**config.mk**
```make
export PLATFORM = sky130hd
export DESIGN_NAME = m2m_control_fsm_flat
export DESIGN_NICKNAME = d
export VERILOG_FILES = /design/src/rtl/m2m_control_fsm_if.sv /design/src/rtl/m2m_control_fsm.sv /design/src/flat_wrapper.sv
export SDC_FILE = /design/constraint.sdc
export NUM_CORES = 1
export LEC_CHECK = 0
export ABC_AREA = 1
export CAP_MARGIN = 20
export CORE_MARGIN = 5
export CORE_UTILIZATION = 45
export CTS_CLUSTER_DIAMETER = 200
export DETAILED_ROUTE_END_ITERATION = 10
export PLACE_DENSITY = 0.81
export SYNTH_ARGS = -nofsm -noshare
export SYNTH_HDL_FRONTEND = slang
export SYNTH_SLANG_ARGS = --single-unit
```
**constraint.sdc**
```tcl
create_clock -name CLK -period 2.14 [get_ports CLK]
set_input_delay 0.428 -clock CLK [delete_from_list [all_inputs] [get_ports CLK]]
set_output_delay 0.428 -clock CLK [all_outputs]
set_load 0.02 [all_outputs]
```
**src/rtl/m2m_control_fsm_if.sv**
```systemverilog
// Control-unit <-> datapath/memory signal bundle for the m2m processor.
// master: the control FSM (drives strobes, reads flags); slave: datapath + memory.
interface m2m_control_fsm_if;
    logic [3:0] opcode;
    logic       mem_ready;
    logic       alu_zero;
    logic       mem_req;
    logic       mem_we;
    logic [1:0] addr_sel;
    logic       ir_load;
    logic       pc_inc;
    logic       pc_load;
    logic       a_load;
    logic       b_load;
    logic       res_load;
    logic [2:0] alu_op;

    modport master (
        input  opcode, mem_ready, alu_zero,
        output mem_req, mem_we, addr_sel, ir_load, pc_inc, pc_load,
               a_load, b_load, res_load, alu_op
    );

    modport slave (
        output opcode, mem_ready, alu_zero,
        input  mem_req, mem_we, addr_sel, ir_load, pc_inc, pc_load,
               a_load, b_load, res_load, alu_op
    );
endinterface

```
**src/rtl/m2m_control_fsm.sv**
```systemverilog
// Multi-cycle control unit for the 16-bit memory-to-memory datapath.
// Sequences fetch / operand loads / execute / store / branch over one shared
// memory port. Optional memory-wait watchdog: define MEM_TIMEOUT_EN.
module m2m_control_fsm #(
    parameter int unsigned STATE_W        = 16,
    parameter int unsigned TIMEOUT_CYCLES = 255
) (
    input  logic                   CLK,
    input  logic                   reset,
    m2m_control_fsm_if.master      bus,
    output logic [STATE_W-1:0]     state,
    output logic                   instr_done,
    output logic [15:0]            instr_count,
    output logic                   illegal,
    output logic                   halted,
    output logic                   fault
);

    typedef enum logic [2:0] {
        S_FETCH  = 3'd0,
        S_DECODE = 3'd1,
        S_LOAD_A = 3'd2,
        S_LOAD_B = 3'd3,
        S_EXEC   = 3'd4,
        S_STORE  = 3'd5,
        S_BRANCH = 3'd6,
        S_HALT   = 3'd7
    } state_t;

    localparam logic [3:0] OP_MOV  = 4'd4;
    localparam logic [3:0] OP_BEQ  = 4'd5;
    localparam logic [3:0] OP_JMP  = 4'd6;
    localparam logic [3:0] OP_HALT = 4'd7;

    localparam logic [2:0] ALU_SUB  = 3'd1;
    localparam logic [2:0] ALU_PASS = 3'd4;

    state_t st;

    assign state = STATE_W'(st);

    // Datapath strobes and memory request, decoded from the current state and inputs.
    always_comb begin
        bus.mem_req  = 1'b0;
        bus.mem_we   = 1'b0;
        bus.addr_sel = 2'd0;
        bus.ir_load  = 1'b0;
        bus.pc_inc   = 1'b0;
        bus.pc_load  = 1'b0;
        bus.a_load   = 1'b0;
        bus.b_load   = 1'b0;
        bus.res_load = 1'b0;
        bus.alu_op   = 3'd0;
        instr_done   = 1'b0;
        illegal      = 1'b0;
        halted       = 1'b0;
        if (!reset) begin
            case (st)
                S_FETCH: begin
                    bus.mem_req = 1'b1;
                    bus.ir_load = bus.mem_ready;
                    bus.pc_inc  = bus.mem_ready;
                end
                S_DECODE: begin
                    illegal    = bus.opcode[3];
                    instr_done = bus.opcode[3];
                end
                S_LOAD_A: begin
                    bus.mem_req  = 1'b1;
                    bus.addr_sel = 2'd1;
                    bus.a_load   = bus.mem_ready;
                end
                S_LOAD_B: begin
                    bus.mem_req  = 1'b1;
                    bus.addr_sel = 2'd2;
                    bus.b_load   = bus.mem_ready;
                end
                S_EXEC: begin
                    bus.res_load = 1'b1;
                    bus.alu_op   = (bus.opcode == OP_MOV) ? ALU_PASS : 3'(bus.opcode[1:0]);
                end
                S_STORE: begin
                    bus.mem_req  = 1'b1;
                    bus.mem_we   = 1'b1;
                    bus.addr_sel = 2'd3;
                    instr_done   = bus.mem_ready;
                end
                S_BRANCH: begin
                    bus.alu_op  = ALU_SUB;
                    bus.pc_load = (bus.opcode == OP_JMP) ||
                                  ((bus.opcode == OP_BEQ) && bus.alu_zero);
                    instr_done  = 1'b1;
                end
                S_HALT: begin
                    halted = 1'b1;
                end
                default: ;
            endcase
        end
    end

`ifdef MEM_TIMEOUT_EN
    localparam int unsigned WAIT_W = (TIMEOUT_CYCLES + 1 > 256) ? $clog2(TIMEOUT_CYCLES + 1) : 8;
    logic [WAIT_W-1:0] wait_cnt;
`else
    logic unused_timeout;
    assign unused_timeout = ^TIMEOUT_CYCLES;
    assign fault          = 1'b0;
`endif

    // State sequencing, retired-instruction counter and optional memory watchdog.
    always_ff @(posedge CLK) begin
        if (reset) begin
            st          <= S_FETCH;
            instr_count <= 16'd0;
`ifdef MEM_TIMEOUT_EN
            fault       <= 1'b0;
            wait_cnt    <= '0;
`endif
        end else begin
            if (instr_done && (instr_count != 16'hFFFF)) begin
                instr_count <= instr_count + 16'd1;
            end
            case (st)
                S_FETCH:  if (bus.mem_ready) st <= S_DECODE;
                S_DECODE: begin
                    if (bus.opcode[3])                st <= S_FETCH;
                    else if (bus.opcode == OP_JMP)    st <= S_BRANCH;
                    else if (bus.opcode == OP_HALT)   st <= S_HALT;
                    else                              st <= S_LOAD_A;
                end
                S_LOAD_A: if (bus.mem_ready) st <= (bus.opcode == OP_MOV) ? S_EXEC : S_LOAD_B;
                S_LOAD_B: if (bus.mem_ready) st <= (bus.opcode == OP_BEQ) ? S_BRANCH : S_EXEC;
                S_EXEC:   st <= S_STORE;
                S_STORE:  if (bus.mem_ready) st <= S_FETCH;
                S_BRANCH: st <= S_FETCH;
                S_HALT:   st <= S_HALT;
                default:  st <= S_FETCH;
            endcase
`ifdef MEM_TIMEOUT_EN
            // Counter only runs while a request is stalled, so any other cycle
            // (including entry into a memory state) starts it from zero.
            if (bus.mem_req && !bus.mem_ready) begin
                if (wait_cnt == WAIT_W'(TIMEOUT_CYCLES - 1)) begin
                    fault <= 1'b1;
                    st    <= S_HALT;
                end else begin
                    wait_cnt <= wait_cnt + WAIT_W'(1);
                end
            end else begin
                wait_cnt <= '0;
            end
`endif
        end
    end

endmodule

```
**src/flat_wrapper.sv**
```systemverilog
// flat-port wrapper written by rule: the top's interface ports become plain ports
module m2m_control_fsm_flat 
#(
    parameter int unsigned STATE_W        = 16,
    parameter int unsigned TIMEOUT_CYCLES = 255
)
  (CLK, reset, state, instr_done, instr_count, illegal, halted, fault, bus_opcode, bus_mem_ready, bus_alu_zero, bus_mem_req, bus_mem_we, bus_addr_sel, bus_ir_load, bus_pc_inc, bus_pc_load, bus_a_load, bus_b_load, bus_res_load, bus_alu_op);
  m2m_control_fsm_if bus_i ();
  input  logic CLK;
  input  logic reset;
  output logic [STATE_W-1:0] state;
  output logic instr_done;
  output logic [15:0] instr_count;
  output logic illegal;
  output logic halted;
  output logic fault;
  input wire logic [$bits(bus_i.opcode)-1:0] bus_opcode;
  input wire logic [$bits(bus_i.mem_ready)-1:0] bus_mem_ready;
  input wire logic [$bits(bus_i.alu_zero)-1:0] bus_alu_zero;
  output wire logic [$bits(bus_i.mem_req)-1:0] bus_mem_req;
  output wire logic [$bits(bus_i.mem_we)-1:0] bus_mem_we;
  output wire logic [$bits(bus_i.addr_sel)-1:0] bus_addr_sel;
  output wire logic [$bits(bus_i.ir_load)-1:0] bus_ir_load;
  output wire logic [$bits(bus_i.pc_inc)-1:0] bus_pc_inc;
  output wire logic [$bits(bus_i.pc_load)-1:0] bus_pc_load;
  output wire logic [$bits(bus_i.a_load)-1:0] bus_a_load;
  output wire logic [$bits(bus_i.b_load)-1:0] bus_b_load;
  output wire logic [$bits(bus_i.res_load)-1:0] bus_res_load;
  output wire logic [$bits(bus_i.alu_op)-1:0] bus_alu_op;
  assign bus_i.opcode = bus_opcode;
  assign bus_i.mem_ready = bus_mem_ready;
  assign bus_i.alu_zero = bus_alu_zero;
  assign bus_mem_req = bus_i.mem_req;
  assign bus_mem_we = bus_i.mem_we;
  assign bus_addr_sel = bus_i.addr_sel;
  assign bus_ir_load = bus_i.ir_load;
  assign bus_pc_inc = bus_i.pc_inc;
  assign bus_pc_load = bus_i.pc_load;
  assign bus_a_load = bus_i.a_load;
  assign bus_b_load = bus_i.b_load;
  assign bus_res_load = bus_i.res_load;
  assign bus_alu_op = bus_i.alu_op;
  m2m_control_fsm #(.STATE_W(STATE_W), .TIMEOUT_CYCLES(TIMEOUT_CYCLES)) u_core (.CLK(CLK), .reset(reset), .bus(bus_i), .state(state), .instr_done(instr_done), .instr_count(instr_count), .illegal(illegal), .halted(halted), .fault(fault));
endmodule
```
== Yosys cells after proc, flatten, opt, wreduce, memory -nomap -nowiden ==
Cells that the tools add are included.
Operators by class
  add/sub/neg operators: 1
  equal/unequal tests: 16
  mux-type cells: 35
  reductions and logical operators: 6
Operators by type and width (count)
  3-bit 2-to-1 mux: 10
  3-bit case mux with 8 select lines: 1
  1-bit 2-to-1 mux: 19
  16-bit by 1-bit adder with 16-bit output (second input constant): 1
  4-bit by 3-bit equality test with 1-bit output (second input constant): 4
  16-bit inequality test (second input constant): 1
  3-bit equality test (second input constant): 4
  2-bit inequality test (second input constant): 4
  3-bit by 2-bit equality test with 1-bit output (second input constant): 2
  2-bit case mux with 3 select lines: 1
  3-bit case mux with 2 select lines: 1
  2-bit 2-to-1 mux: 2
  4-bit AND reduction: 1
  4-bit OR reduction: 1
  3-bit by 1-bit equality test with 1-bit output (second input constant): 1
  3-bit logical NOT: 1
  1-bit case mux with 3 select lines: 1
  1-bit logical AND: 2
  1-bit logical OR: 1
Word-level totals
  register bits after elaboration: 19
  input bits: 8
  output and inout bits: 49
  word-level logic and storage cells: 60

== Logic depth before layout (Yosys ltp) ==
  depth after elaboration: 5
  depth in mapped cells: 10
  gate-level depth less buffers: 9

== Worst setup path after synthesis ==
Ideal clock, no wire load.
  path kind: input -> output
  from: input port reset
  to: output port bus_pc_inc
  arrival time: 1.625 ns
  required time: 1.712 ns
  slack: 0.087 ns
  stages on the path: 3
  buffers on the path: 2
  cells stage by stage: buf_2 nor4_1 buf_4
On the way
  longest elaborated chain between the ends: 1
Ends and longest elaborated chain
  from (decl): RTL line flat_wrapper.sv:10  | input logic reset;
  1-bit 2-to-1 mux
  to (decl): RTL line flat_wrapper.sv:24  | output wire logic [$bits(bus_i.pc_inc)-1:0] bus_pc_inc;
Every way passes these cells.

== Final worst setup path ==
  from: input port bus_mem_ready
  to: output port instr_done
On the way
  longest elaborated chain between the ends: 2
Ends and longest elaborated chain
  from (decl): RTL line flat_wrapper.sv:18  | input wire logic [$bits(bus_i.mem_ready)-1:0] bus_mem_ready;
  1-bit case mux with 3 select lines: RTL line m2m_control_fsm.sv:58  | case (st)
  1-bit 2-to-1 mux: RTL line m2m_control_fsm.sv:57  | if (!reset) begin
  to (decl): RTL line flat_wrapper.sv:12  | output logic instr_done;
Every way passes these cells.

==> reports/qor.txt <==
EDFF count, synth - 0
Initial Utilization - 46.6%
synth top area cells - dfxtp_1 24%, nand2_1 19%, nand3_1 8.3%
Setup Crit Path Kind - input port to output port
Die H - 69 um
post-route ant nets - 0
R2R depth - 9
total power - 0.739 mW
io pins - 57
hold path cells - 2
top cell type's share of synthesized area - 24.3%
pin count of the biggest net entering global routing - 16
cell breakdown of the critical path - clkdlybuf4s50_1 -> nand4_1 -> nand2_1 -> nand2_1 -> nand2_2 -> dlygate4sd2_1
delay-heaviest family, CP - buffers and inverters
Reg clk slew, reported paths - 0.11 ns
Vias per Instance - 4.91
row count - 21
Initial DRC Count - 98
WHS - 0.523 ns
Final WS setup - 0.0678 ns
most frequent cell after synthesis - nand2_1
Sequential cell area - 387 um2
Core Area - 0.00336 mm2
Setup crit end kind - output port
fin crit share - 96.8%
total track usage - 17.0%
Yosys reg bits - 19
register area share after synthesis - 24.3%
Detailed Routing Iterations Pass 1 - 4
critical path required time - 1.71 ns
leakage - 0.922 nW
layout overhead on the synthesized area - 31.6%
die extent in x - 69 um
Inserted Clock Buffers - 3
WHS Endpoint - u_core.st[1]$_SDFFE_PP0P_
vias in the first global route - 1,626
synthesized area - 0.00157 mm2
remaining global-route overflow - 0
slowest cell delay on critical path - 0.51 ns
Filler cells - 360
final wirelength - 4090 um
drc violations - 0
CTS Sinks - 19
Multi-input gate area - 963 um2
average size of a mapped cell - 5.98 um2
Cell variety after synth - 29
R2R setup slack - 0.43 ns
outcome - complete, no violations
CTS tree - built
Hold WC Path Type - flop to flop
share of cells above drive strength 1 - 12.3%
Ys Warns - 0
Clock Tree Root - clkbuf_4
Place WS - -0.333 ns
crit path max fanout - 3
final core utilization - 61.3%
# H-tree levels - 1
final setup vio count - 0
WP buf/inv - 2
DR WL/cell - 11.3 um
Placer Congestion - 0.942
nets - 326
CP arrival - 1.64 ns
initial antenna violation count - 0
IR drop worst, VDD - 0.192 mV
Sum Neg Setup Slack - 0 ns
most frequent CP cell - nand2_1
Cells after Synth - 262
fin crit period - 2.07 ns
Vias - 1,777
Critical-path top delay cell - clkdlybuf4s50_1
CTS hold repair buffers - 0
clk_skew - 0.00949 ns
ys flop type - dfxtp_1
# diodes - 0
Hold Startpoint - u_core.st[1]$_SDFFE_PP0P_
FF-to-FF End - u_core.instr_count[0]$_SDFFE_PP0P_
final hold vios - 0
biggest area consumer among synthesized cells - dfxtp_1
Slew Limit Fails - 0
ys async rst share - 0%
RR Startpoint - u_core.instr_count[1]$_SDFFE_PP0P_
pwr/cell area - 358 mW/mm2
clk_lat worst skew - 0.31 ns
FMAX - 0.483 GHz
Detailed Place HPWL - 3250 um
die area - 0.00476 mm2
Max Cap Violations - 0
RSZ-0062 raised after global routing - true
top cells by count, synth - 78 x nand2_1, 30 x inv_1, 28 x nor2_1
first-pass GRT wire length - 6930 um
Setup crit start kind - input port
IO Port Bufs - 42
Max Root-Sink Buffers - 2
[power by group]
| part | leakage [nW] | switching, mW | internal [mW] |
|---|---|---|---|
| clock network | 0.0150 | 0.113 | 0.0728 |
| logic | 0.752 | 0.115 | 0.0686 |
| registers | 0.155 | 0.00974 | 0.360 |
[metal layers]
layer	wire, um	global-route usage [%]
met1	1780	18.5
met2	1980	31.0
met3	247	3.78
met4	85	7.38
met5	0	0
[cell families after synthesis]
logic type | share of synthesized area [%]
other | 0.239
AO/OA/AOI/OAI | 8.23
AND/OR/NAND/NOR | 47.3
adder cells (fa/ha/maj) | 0.799
XOR/XNOR | 1.68
buffers and inverters | 17.5
flip-flops | 24.3
[repair_timing]
item                                    4_1_cts  5_1_grt
gates cloned                                  0        0
setup buffers                                 0        0
endpoints found under the setup margin       16        9
resized for setup                            26       17
[cells in the final DEF, fill, tap and decap left out, types with 2 or more instances in the layout]
| cell type | n |
|---|---|
| nand3b_1 | 3 |
| nand3_1 | 26 |
| clkdlybuf4s50_1 | 25 |
| dfxtp_2 | 2 |
| dfxtp_1 | 16 |
| nand2_1 | 78 |
| nor2_4 | 2 |
| dlygate4sd2_1 | 8 |
| a21oi_1 | 16 |
| conb_1 | 14 |
| nand4_1 | 12 |
| inv_1 | 30 |
| nor3_1 | 3 |
| nor2_2 | 3 |
| clkbuf_4 | 3 |
| buf_4 | 17 |
| nor2_1 | 27 |
| dlygate4sd1_1 | 2 |
| o21ai_0 | 7 |
| clkbuf_2 | 4 |
| xnor2_1 | 2 |
[state kept, by name (all words and copies together), names as in the netlist]
name,cells
u_core.instr_count,16
u_core.st,3
[through the flow]
| step | area (um2) | instances |
|---|---|---|
| finish | 2060 | 362 |
| global route | 2060 | 362 |
| CTS | 2080 | 362 |
| detailed placement | 2060 | 358 |
| global placement | 2060 | 358 |
| floorplan | 1620 | 275 |
[worst reg2reg max path: stages, from the launching register on]
cell     delay, ns
dfxtp_1       0.41
ha_1          0.29
nand3_1       0.16
inv_1         0.14
nand2_1       0.10
nor2_1        0.13
nor2_1        0.08
buf_4         0.16
nor2_1        0.09
nor2_1        0.05
[layout make-up]
class	instances	share of cell area (%)
flip-flops and latches	19	18.7
clock buffers	4	1.27
repair buffers	59	24.8
multi-input cells	203	46.7
inverters	31	5.64
well taps	46	2.79
[worst max path at each step]
stage / cells after the start / slack (ns) / from / end
finish: 6 / 0.07 / bus_mem_ready / instr_done
global route: 4 / -0.04 / bus_mem_ready / bus_ir_load
CTS: 6 / 0.02 / bus_opcode[2] / bus_pc_load
detailed placement: 6 / -0.33 / bus_opcode[2] / bus_pc_load
global placement: 6 / -0.32 / bus_opcode[2] / bus_pc_load
floorplan: 3 / 0.09 / reset / bus_pc_inc
(Power assumes the default switching activity.)
